**src/rtl/cdr_sample_timer.sv**
```systemverilog
// Symbol-period timer for the CDR loop: one counter per symbol, registered single-cycle
// sampling/capture/wrap strobes, shadowed period and one-clock phase stretch/shrink.
module cdr_sample_timer #(
  parameter int CNT_W      = 6,
  parameter int SYM_W      = 16,
  parameter int MIN_PERIOD = 8,
  parameter int DEF_PERIOD = 25
) (
  input  logic             i_clk,
  input  logic             i_rst,
  input  logic             i_run,
  input  logic [CNT_W-1:0] i_nb_P,
  input  logic [1:0]       i_phase_adj,
  output logic             o_en_d,
  output logic             o_en_m,
  output logic             o_en_f,
  output logic             o_en,
  output logic             o_en_freq_synch,
  output logic             o_wrap,
  output logic [CNT_W-1:0] o_phase,
  output logic [CNT_W-1:0] o_period,
  output logic [SYM_W-1:0] o_sym_cnt
);

  localparam logic [1:0] ADJ_NONE    = 2'b00;
  localparam logic [1:0] ADJ_RETARD  = 2'b01;
  localparam logic [1:0] ADJ_ADVANCE = 2'b10;

  logic [CNT_W-1:0] cnt, per, pc;
  logic [CNT_W-1:0] pos_m, pos_f, pos_e, pos_s, pos_w;
  logic [1:0]       adj_q;
  logic             hold;
  logic             at_w, stretch;

  assign pc = (i_nb_P < CNT_W'(MIN_PERIOD)) ? CNT_W'(MIN_PERIOD) : i_nb_P;

  // Positions derive from the active period only, so a new i_nb_P waits for the wrap.
  assign pos_m = ((per - CNT_W'(1)) >> 1) - CNT_W'(1);
  assign pos_f = per - CNT_W'(4);
  assign pos_e = per - CNT_W'(3);
  assign pos_s = per - CNT_W'(2);
  assign pos_w = per - CNT_W'(1);

  assign at_w    = (cnt == pos_w);
  assign stretch = at_w && (adj_q == ADJ_RETARD) && !hold;

  assign o_phase  = cnt;
  assign o_period = per;

  always_ff @(posedge i_clk) begin
    if (!i_rst) begin
      cnt             <= '0;
      per             <= CNT_W'(DEF_PERIOD);
      adj_q           <= ADJ_NONE;
      hold            <= 1'b0;
      o_sym_cnt       <= '0;
      o_en_d          <= 1'b0;
      o_en_m          <= 1'b0;
      o_en_f          <= 1'b0;
      o_en            <= 1'b0;
      o_en_freq_synch <= 1'b0;
      o_wrap          <= 1'b0;
    end else if (!i_run) begin
      cnt             <= '0;
      per             <= pc;
      adj_q           <= ADJ_NONE;
      hold            <= 1'b0;
      o_en_d          <= 1'b0;
      o_en_m          <= 1'b0;
      o_en_f          <= 1'b0;
      o_en            <= 1'b0;
      o_en_freq_synch <= 1'b0;
      o_wrap          <= 1'b0;
    end else begin
      o_en_d          <= (cnt == CNT_W'(1));
      o_en_m          <= (cnt == pos_m);
      o_en_f          <= (cnt == pos_f);
      o_en            <= (cnt == pos_e);
      o_en_freq_synch <= (cnt == pos_s);
      // A stretched symbol wraps only after its second W cycle.
      o_wrap          <= at_w && !stretch;
      if (cnt == pos_s) adj_q <= i_phase_adj;
      if (stretch) begin
        hold <= 1'b1;
      end else if (at_w) begin
        cnt       <= (adj_q == ADJ_ADVANCE) ? CNT_W'(1) : '0;
        per       <= pc;
        o_sym_cnt <= o_sym_cnt + SYM_W'(1);
        adj_q     <= ADJ_NONE;
        hold      <= 1'b0;
      end else begin
        cnt <= cnt + CNT_W'(1);
      end
    end
  end

endmodule

```
**config.mk**
```make
export PLATFORM = sky130hd
export DESIGN_NAME = cdr_sample_timer
export DESIGN_NICKNAME = d
export VERILOG_FILES = /design/src/rtl/cdr_sample_timer.sv
export SDC_FILE = /design/constraint.sdc
export NUM_CORES = 1
export LEC_CHECK = 0
export ABC_CLOCK_PERIOD_IN_PS = 5100
export CAP_MARGIN = 20
export CORE_MARGIN = 2
export CORE_UTILIZATION = 58
export CTS_BUF_LIST = sky130_fd_sc_hd__clkbuf_4 sky130_fd_sc_hd__clkbuf_8
export DETAILED_ROUTE_END_ITERATION = 10
export GPL_ROUTABILITY_DRIVEN = 0
export MAX_ROUTING_LAYER = met4
export PLACE_DENSITY = 0.87
export SLEW_MARGIN = 5
export SYNTH_ARGS = -nofsm -noshare
export SYNTH_HDL_FRONTEND = slang
export SYNTH_SLANG_ARGS = --single-unit
```
**constraint.sdc**
```tcl
create_clock -name i_clk -period 5.1 [get_ports i_clk]
set_clock_uncertainty 0.05 [all_clocks]
set_input_delay 1.02 -clock i_clk [delete_from_list [all_inputs] [get_ports i_clk]]
set_output_delay 1.02 -clock i_clk [all_outputs]
set_load 0.05 [all_outputs]
```
# Yosys cells after proc, flatten, opt, wreduce, memory -nomap -nowiden
# Index checks and enable logic that the tools add are counted.
[totals]
ramBits = 0
out_inout_bits = 34
mem_bits_ro = 0
reg_bits = 37
latchBits = 0
mem_count = 0
word_cells = 50
inputBits = 11
[classes]
n_addsub = 7
n_mul = 0
n_eq_ne = 10
reduce_logical = 9
n_bitwise = 1
shift = 0
n_lt_le_gt_ge = 1
div = 0
mux = 11
[ops]
columns = ["operator", "n"]
rows = [
  ["6-bit equality test", 5],
  ["6-bit 2-to-1 mux", 5],
  ["16-bit by 1-bit adder with 16-bit output, second input constant", 1],
  ["6-bit by 2-bit subtractor with 6-bit output, second input constant", 2],
  ["6-bit by 1-bit adder with 6-bit output, second input constant", 1],
  ["6-bit by 1-bit equality test with 1-bit output, second input constant", 1],
  ["6-bit by 4-bit less-than comparator with 1-bit output, second input constant", 1],
  ["2-bit 2-to-1 mux", 3],
  ["5-bit by 1-bit subtractor with 6-bit output, second input constant", 1],
  ["6-bit by 1-bit subtractor with 6-bit output, second input constant", 1],
  ["6-bit by 3-bit subtractor with 6-bit output, second input constant", 1],
  ["2-bit AND reduction", 2],
  ["1-bit logical AND", 3],
  ["1-bit 2-to-1 mux", 3],
  ["3-bit AND reduction", 1],
  ["2-bit by 1-bit equality test with 1-bit output, second input constant", 1],
  ["2-bit equality test, second input constant", 1],
  ["1-bit logical NOT", 2],
  ["2-bit by 1-bit inequality test with 1-bit output, second input constant", 1],
  ["2-bit inequality test, second input constant", 1],
  ["2-bit nonzero test", 1],
  ["1-bit inverter", 1],
]

# Longest topological paths before layout
# Gate-level depths: netlist of the first run.
[logic_depth]
ltp_word = 6
ltp_mapped = 11
ltp_nobuf = 9

# Least setup slack after synthesis of the first run
# OpenSTA, ideal clock, no wires.
[synth_path]
kind = "register -> register"
from = "reg per[0], in the netlist o_period[0]"
to = "reg o_en_m"
setup_ns = 0.092
stages_incl_launch_ff = 12
synth_period_minus_slack_ns = 2.799
t_required_ns = 4.958
path_buffers = 2
path_slack_ns = 2.301
arrival_time_ns = 2.657
path_cell_list = "dfxtp_1 buf_2 inv_1 ha_1 xnor2_4 ha_1 clkbuf_1 xnor2_1 a21boi_0 nor4b_1 nor3_1 nor4_1"
[synth_via]
elab_chain_len = 3
[synth_lines]
columns = ["element", "line", "source"]
rows = [
  ["start, declared", "29", "logic [CNT_W-1:0] cnt, per, pc;"],
  ["start signal, assigned", "53", "per <= CNT_W'(DEF_PERIOD);"],
  ["start signal, assigned", "65", "per <= pc;"],
  ["start signal, assigned", "87", "per <= pc;"],
  ["6-bit by 1-bit subtractor with 6-bit output", "38", "assign pos_m = ((per - CNT_W'(1)) >> 1) - CNT_W'(1);"],
  ["5-bit by 1-bit subtractor with 6-bit output", "38", ""],
  ["6-bit equality test", "76", "o_en_m <= (cnt == pos_m);"],
  ["end signal, assigned", "76", ""],
  ["end, declared", "15", "output logic o_en_m,"],
]
# No other way between the ends.
# A chain may end at the register's enable or synchronous reset.

# Final worst setup path of the first run
[layout_path]
from = "reg per[2], in the netlist o_period[2]"
to = "reg o_sym_cnt[1]"
[layout_via]
elab_chain_len = 6
[layout_lines]
columns = ["element", "line", "source"]
rows = [
  ["6-bit by 1-bit subtractor with 6-bit output *", "42", "assign pos_w = per - CNT_W'(1);"],
  ["6-bit equality test *", "44", "assign at_w = (cnt == pos_w);"],
  ["1-bit logical AND (2 in a row)", "45", "assign stretch = at_w && (adj_q == ADJ_RETARD) && !hold;"],
  ["1-bit inverter (no line)", "-", ""],
  ["3-bit AND reduction (no line) *", "-", ""],
  ["end signal, assigned", "88", "o_sym_cnt <= o_sym_cnt + SYM_W'(1);"],
  ["end, declared", "22", "output logic [SYM_W-1:0] o_sym_cnt"],
]
# Mark *: on every way between the ends. The rest lies on a longest branch, timed or not.

==> impl_metrics.csv, run 1 <==
group,metric,value,unit
run_status,status,"finished clean",
die,dieArea,0.005237,mm2
sta,hold_slack,0.4306,ns
place,placedInstanceArea,0.003113,mm2
synth,syn_avg_cell_area,8.580,um2
synth,yosysMostFrequentCell,"dfxtp_1",
synth,synth_top_area_share,0.2732,
finish,multiInputGateArea,0.001810,mm2
synth,syn-num-nets,338,
worst_setup_path,crit_fanout,13,
sta,report.final.setup_viol,0,
power,p_per_area,229.8,mW/mm2
grt,grt_pass1_vias,2400,
detailed_routing,num_vias,2506,
worst_setup_path,critical_path.top_delay_family,"flip-flops",
worst_setup_path,crit_path_top_delay_cell,"dfxtp_1",
worst_setup_path,required,5.28,ns
clocking,cts_tree,"done",
clocking,cts_max_level,2,
clocking,post_cts_buffers,0,
synth,netlist_instances,316,
run,maxCapViolCount,0,
synth,synth_top_family_by_area,"simple AND/OR/NAND/NOR gates",
sta,fin_setup_tns,0,ns
worst_setup_path,crit_buf_inv,2,
detailed_routing,ant_nets,0,
sta,hold_viol,0,
synth,ys_async_sr_fraction,0,
clocking,clk_pin_slew,0.08,ns
sta,min_period,3.072,ns
worst_setup_path,crit_path_end_kind,"register",
grt,track_usage,0.2722,
synth,synthSimpleGateAreaFrac,0.2769,
synth,synthAdderAreaFrac,0.05076,
die,die_w,72.37,um
clocking,cts_resized,0,
clocking,clock_latency,0.30,ns
sta,fin_crit_sh,0.6023,
grt,grt_max_degree,47,
synth,synth-seq-cells,37,
grt,grt_pass1_wl,11140,um
hold_path,holdCritPathClass,"reg2reg",
synth,netlist_area,0.002711,mm2
synth,synth-seq-area-share,0.2732,
sta,max_freq,0.3255,GHz
detailed_routing,routed_via_density,6.312,
detailed_routing,wl_per_cell,16.34,um
finish,regArea,740.7,um2
worst_setup_path,cp_cell_sequence,"inv_1 > ha_1 > a21boi_4 > xor2_1 > o2111ai_2 > buf_4 > nor3_1 > mux2i_1",
clocking,cts-buffers-inserted,5,
synth,yosysWarnings,0,
finish,fin_util,0.7307,
synth,synth_area_leader_cell,"dfxtp_1",
synth,yosys-top-cells-count,"dfxtp_1, nand2_1, nand2b_1, xnor2_1, mux2i_1",
finish,num_antenna_cells,0,
synth,synth-main-ff-cell,"dfxtp_1",
clocking,holdBufCountCts,0,
detailed_routing,drt-initial-drc-count,173,
synth,synth_xor_area_frac,0.1131,
worst_setup_path,crit_arrival,3.25,ns
synth,synth_mux_area_frac,0.05168,
place,port_buffers,44,
sta,slew_violations,0,
die,fp-row-count,24,
clocking,ctsRootBufferMaster,"clkbuf_8",
die,core,0.004414,mm2
detailed_routing,wirelength,6486,um
finish,areaGrowthSynthToFinish,18.97,%
die,die_h,72.37,um
power,ir_worst_vdd,0.2484,mV
clocking,clockBufferDepth,2,
grt,grt_antenna_before_repair,0,
synth,yosysUniqueCellTypes,57,
finish,fillers,322,
synth,yosys-top-cells-area,"dfxtp_1, mux2i_1, xnor2_1, ha_1, nand2b_1",
die,start_util,0.6142,
worst_setup_path,path_class,"reg2reg",
die,io-pin-count,45,
grt,grt-ovfl-total,0,
sta,worst_slew_pin_slew,0.6722,ns
place,hpwl,4467,um
finish,stdcell_area,0.003226,mm2
power,p_leak,1.161,nW
detailed_routing,dr.pass1.iters,5,
worst_setup_path,slowest_delay,0.61,ns
synth,synth_compound_area_frac,0.1707,
detailed_routing,drc_errors,0,
finish,drive_above_1_share,0.07246,
worst_setup_path,cp-start-kind,"register",
synth,synth_edf_count,0,
clocking,cts.sinks,37,
finish,fin_nets,366,
sta,rsz0062_at_grt,"false",
sta,max-slew-margin-rel,0.5513,
## state kept, by name, summed over array words and instances, names as in the netlist
name,cells
o_en_freq_synch,1
adj_q,2
o_phase,6
o_wrap,1
o_sym_cnt,16
o_period,6
hold,1
o_en_f,1
o_en_m,1
o_en,1
o_en_d,1
## path summary, 6_finish.rpt
path	startpoint	to	slack, ns	cells past startpoint
hold reg to reg	o_sym_cnt[15]	o_sym_cnt[15]	0.43	2
setup reg to reg	o_period[2]	o_sym_cnt[1]	2.03	8
hold / removal	o_sym_cnt[15]	o_sym_cnt[15]	0.43	2
setup / recovery	o_period[2]	o_sym_cnt[1]	2.03	8
## report_power, final
group | total [mW] | internal [mW] | switching, mW | leakage (nW)
logic | 0.169 | 0.0702 | 0.0988 | 0.803
registers | 0.309 | 0.294 | 0.0148 | 0.300
clock network | 0.264 | 0.147 | 0.117 | 0.0585
total | 0.741 | 0.511 | 0.231 | 1.16
## routing by layer
layer,vias up,track usage,part of all wire,wire (um)
met1,1181,0.3287,0.42,2703
met3,15,0.04583,0.063,407
li1,1216,-,-,-
met5,-,-,0,0
met2,94,0.4506,0.49,3202
met4,0,0.1132,0.027,172
## logic make-up (layout without fill, tap and decap cells)
logic type / Yosys count / count (layout)
and+or+nand+nor: 132 / 132
AOI/OAI and AO/OA: 59 / 59
DFF: 37 / 37
buffers and inverters: 34 / 63
xor gates and xnor gates: 29 / 29
muxes: 14 / 14
adders and majority gates: 11 / 11
## worst reg2reg max path: stages, from the launching register on
cell and delay, ns:
dfxtp_1 0.61, inv_1 0.21, ha_1 0.30, a21boi_4 0.18, xor2_1 0.28, o2111ai_2 0.40, buf_4 0.35, nor3_1 0.40
mux2i_1 0.23
## metrics by stage
| step | cells | power, mW | setup slack (ns) |
|---|---|---|---|
| after floorplan | 316 | 0.4464 | 2.301 |
| after CTS | 397 | 0.7438 | 2.036 |
| after detailed placement | 389 | 0.4827 | 1.954 |
| after global placement | 389 | 0.4794 | 2.049 |
| after global routing | 397 | 0.7675 | 1.867 |
| final | 397 | 0.7413 | 2.028 |
## cell type report
class	count	area share
Multi-Input combinational cell	245	0.5613
Sequential cell	37	0.2296
Timing Repair Buffer	48	0.1458
Clock buffer	5	0.02133
Tap cell	52	0.02017
Clock inverter	3	0.01358
Inverter	7	0.008146
## layout by cell type (no fill, tap or decap), types with 6 or more instances in the layout
master and count:
clkdlybuf4s50_1 44, dfxtp_1 37, nand2_1 31, nand2b_1 19
xnor2_1 16, mux2i_1 14, nand3_1 13, nor2_1 12
o31ai_1 12, nand4_1 11, ha_1 11, nor3_1 10
a21oi_1 8, xor2_1 8, inv_1 7, nor2b_1 6
o311ai_1 6
Power figures use the tool's default switching activity.
==> run 2, diff against run 1 <==
--- a/config.mk
+++ b/config.mk
@@ -5,15 +5,15 @@
 export SDC_FILE = /design/constraint.sdc
 export NUM_CORES = 1
 export LEC_CHECK = 0
-export ABC_CLOCK_PERIOD_IN_PS = 5100
+export ABC_CLOCK_PERIOD_IN_PS = 2900
 export CAP_MARGIN = 20
 export CORE_MARGIN = 2
-export CORE_UTILIZATION = 58
+export CORE_UTILIZATION = 56
 export CTS_BUF_LIST = sky130_fd_sc_hd__clkbuf_4 sky130_fd_sc_hd__clkbuf_8
 export DETAILED_ROUTE_END_ITERATION = 10
 export GPL_ROUTABILITY_DRIVEN = 0
 export MAX_ROUTING_LAYER = met4
-export PLACE_DENSITY = 0.87
+export PLACE_DENSITY = 0.84
 export SLEW_MARGIN = 5
 export SYNTH_ARGS = -nofsm -noshare
 export SYNTH_HDL_FRONTEND = slang
==> constraint.sdc (replaced) <==
create_clock -name i_clk -period 2.9 [get_ports i_clk]
set_clock_uncertainty 0.05 [all_clocks]
set_input_delay 0.58 -clock i_clk [delete_from_list [all_inputs] [get_ports i_clk]]
set_output_delay 0.58 -clock i_clk [all_outputs]
set_load 0.05 [all_outputs]
==> run 2 against run 1 <==
Compared with the run above:
- final area grew 2.2%
- sequential cell count is the same
- clock power up 75%
- combinational power rose by 89%
- count of clock-buffer cells in the layout stayed put
- sequential power up 73%
- register-to-register slack got worse by 1.8 ns
==> impl_metrics.csv, run 2 (synthesis gave the netlist of run 1 again) <==
group,metric,value,unit
finish,drive_above_1_share,0.09605,
sta,min_period,2.691,ns
worst_setup_path,crit_arrival,2.84,ns
detailed_routing,route.met3.wl,358,um
power,p_per_area,399.1,mW/mm2
detailed_routing,wirelength,6527,um
clocking,cts_max_level,2,
place,port_buffers,44,
worst_setup_path,required,3.05,ns
detailed_routing,top_layer,"met4",
run_status,status,"finished clean",
detailed_routing,ant_nets,0,
clocking,cts_tree,"done",
power,p_leak,1.204,nW
clocking,holdBufCountCts,0,
clocking,cts_resized,0,
place,placedInstanceArea,0.003183,mm2
detailed_routing,wl_per_cell,16.00,um
sta,max-slew-margin-rel,0.6461,
worst_setup_path,crit_path_end_kind,"register",
finish,final_cell_mix,"clkdlybuf4s50_1, dfxtp_1, nand2_1",
place,hpwl,4645,um
detailed_routing,num_vias,2548,
clocking,post_cts_buffers,0,
finish,final_common_cell,"clkdlybuf4s50_1",
hold_path,holdCritPathClass,"reg2reg",
die,die_w,73.58,um
detailed_routing,drt-initial-drc-count,257,
sta,slew_violations,0,
finish,num_antenna_cells,0,
detailed_routing,drc_errors,0,
clocking,clockBufferDepth,2,
clocking,clock_latency,0.29,ns
grt,grt_pass1_wl,10840,um
sta,report.final.setup_viol,0,
clocking,clk_pin_slew,0.08,ns
grt,grt_pass1_vias,2323,
detailed_routing,dr.pass1.iters,7,
clocking,ctsRootBufferMaster,"clkbuf_8",
die,die_h,73.58,um
sta,max_freq,0.3716,GHz
grt,grt_max_degree,31,
detailed_routing,routed_via_density,6.245,
detailed_routing,wl_met1,3009,um
worst_setup_path,path_class,"reg2reg",
finish,regMostFlops,"o_sym_cnt",
clocking,cts-buffers-inserted,5,
sta,rsz0062_at_grt,"false",
sta,fin_crit_sh,0.9279,
finish,largest_register_ffs,16,
die,io-pin-count,45,
sta,fin_setup_tns,0,ns
die,core,0.004692,mm2
grt,grt_antenna_before_repair,0,
grt,grt-ovfl-total,0,
finish,fin_nets,375,
finish,stdcell_area,0.003296,mm2
grt,track_usage,0.2585,
sta,worst_slew_pin_slew,0.5174,ns
worst_setup_path,crit_fanout,7,
detailed_routing,wl_met2,3084,um
run,maxCapViolCount,0,
finish,areaGrowthSynthToFinish,21.55,%
clocking,cts.sinks,37,
worst_setup_path,cp-start-kind,"register",
die,start_util,0.5779,
power,ir_worst_vdd,0.3712,mV
die,fp-row-count,25,
die,dieArea,0.005414,mm2
sta,hold_viol,0,
==> run 2: where the power goes <==
group          total, mW  internal (mW)  switching, mW
combinational      0.319          0.132          0.187
sequential         0.534          0.517         0.0169
clock              0.463          0.258          0.205
==> run 2: per-stage QoR <==
stage / power, mW / cells / hold WS [ns] / util / worst slack, ns
final: 1.315 / 408 / 0.4328 / 0.7024 / 0.2090
after global routing: 1.361 / 408 / 0.4672 / 0.7024 / 0.07523
after CTS: 1.316 / 408 / 0.4362 / 0.7024 / 0.2734
after detailed placement: 0.8605 / 400 / 0.4222 / 0.6784 / 0.2941
after global placement: 0.8532 / 400 / 0.4073 / 0.6784 / 0.3678
after floorplan: 0.7851 / 316 / 0.4177 / - / 0.1014
==> run 2: per-layer routing <==
metal	global-route usage	vias to the layer above
met5	-	-
met4	0.06667	0
met3	0.04115	6
met2	0.4107	107
met1	0.3432	1205
li1	-	1230
==> run 2: final timing paths <==
path	startpoint	endpoint	slack, ns	depth (start not counted)
worst max-delay path	o_period[1]	o_en_m	0.21	9
worst min-delay path	o_sym_cnt[15]	o_sym_cnt[15]	0.43	2
worst max register to register	o_period[1]	o_en_m	0.21	9
worst min register to register	o_sym_cnt[15]	o_sym_cnt[15]	0.43	2
==> run 2: layout make-up <==
class	instances	area (um2)
inverter	7	26.28
clock buffer	5	68.82
multi-input combinational	245	1810
timing repair buffer	57	538.0
clock inverter	3	43.79
sequential	37	740.7
tap	54	67.56
fill	362	1396
==> run 2: critical path, cell delays in order, from the launching register on <==
cell      delay [ns]
dfxtp_1         0.50
inv_1           0.14
ha_1            0.28
xnor2_4         0.24
ha_1            0.33
xnor2_1         0.20
a21boi_0        0.19
nor4b_1         0.28
nor3_1          0.11
nor4_1          0.27
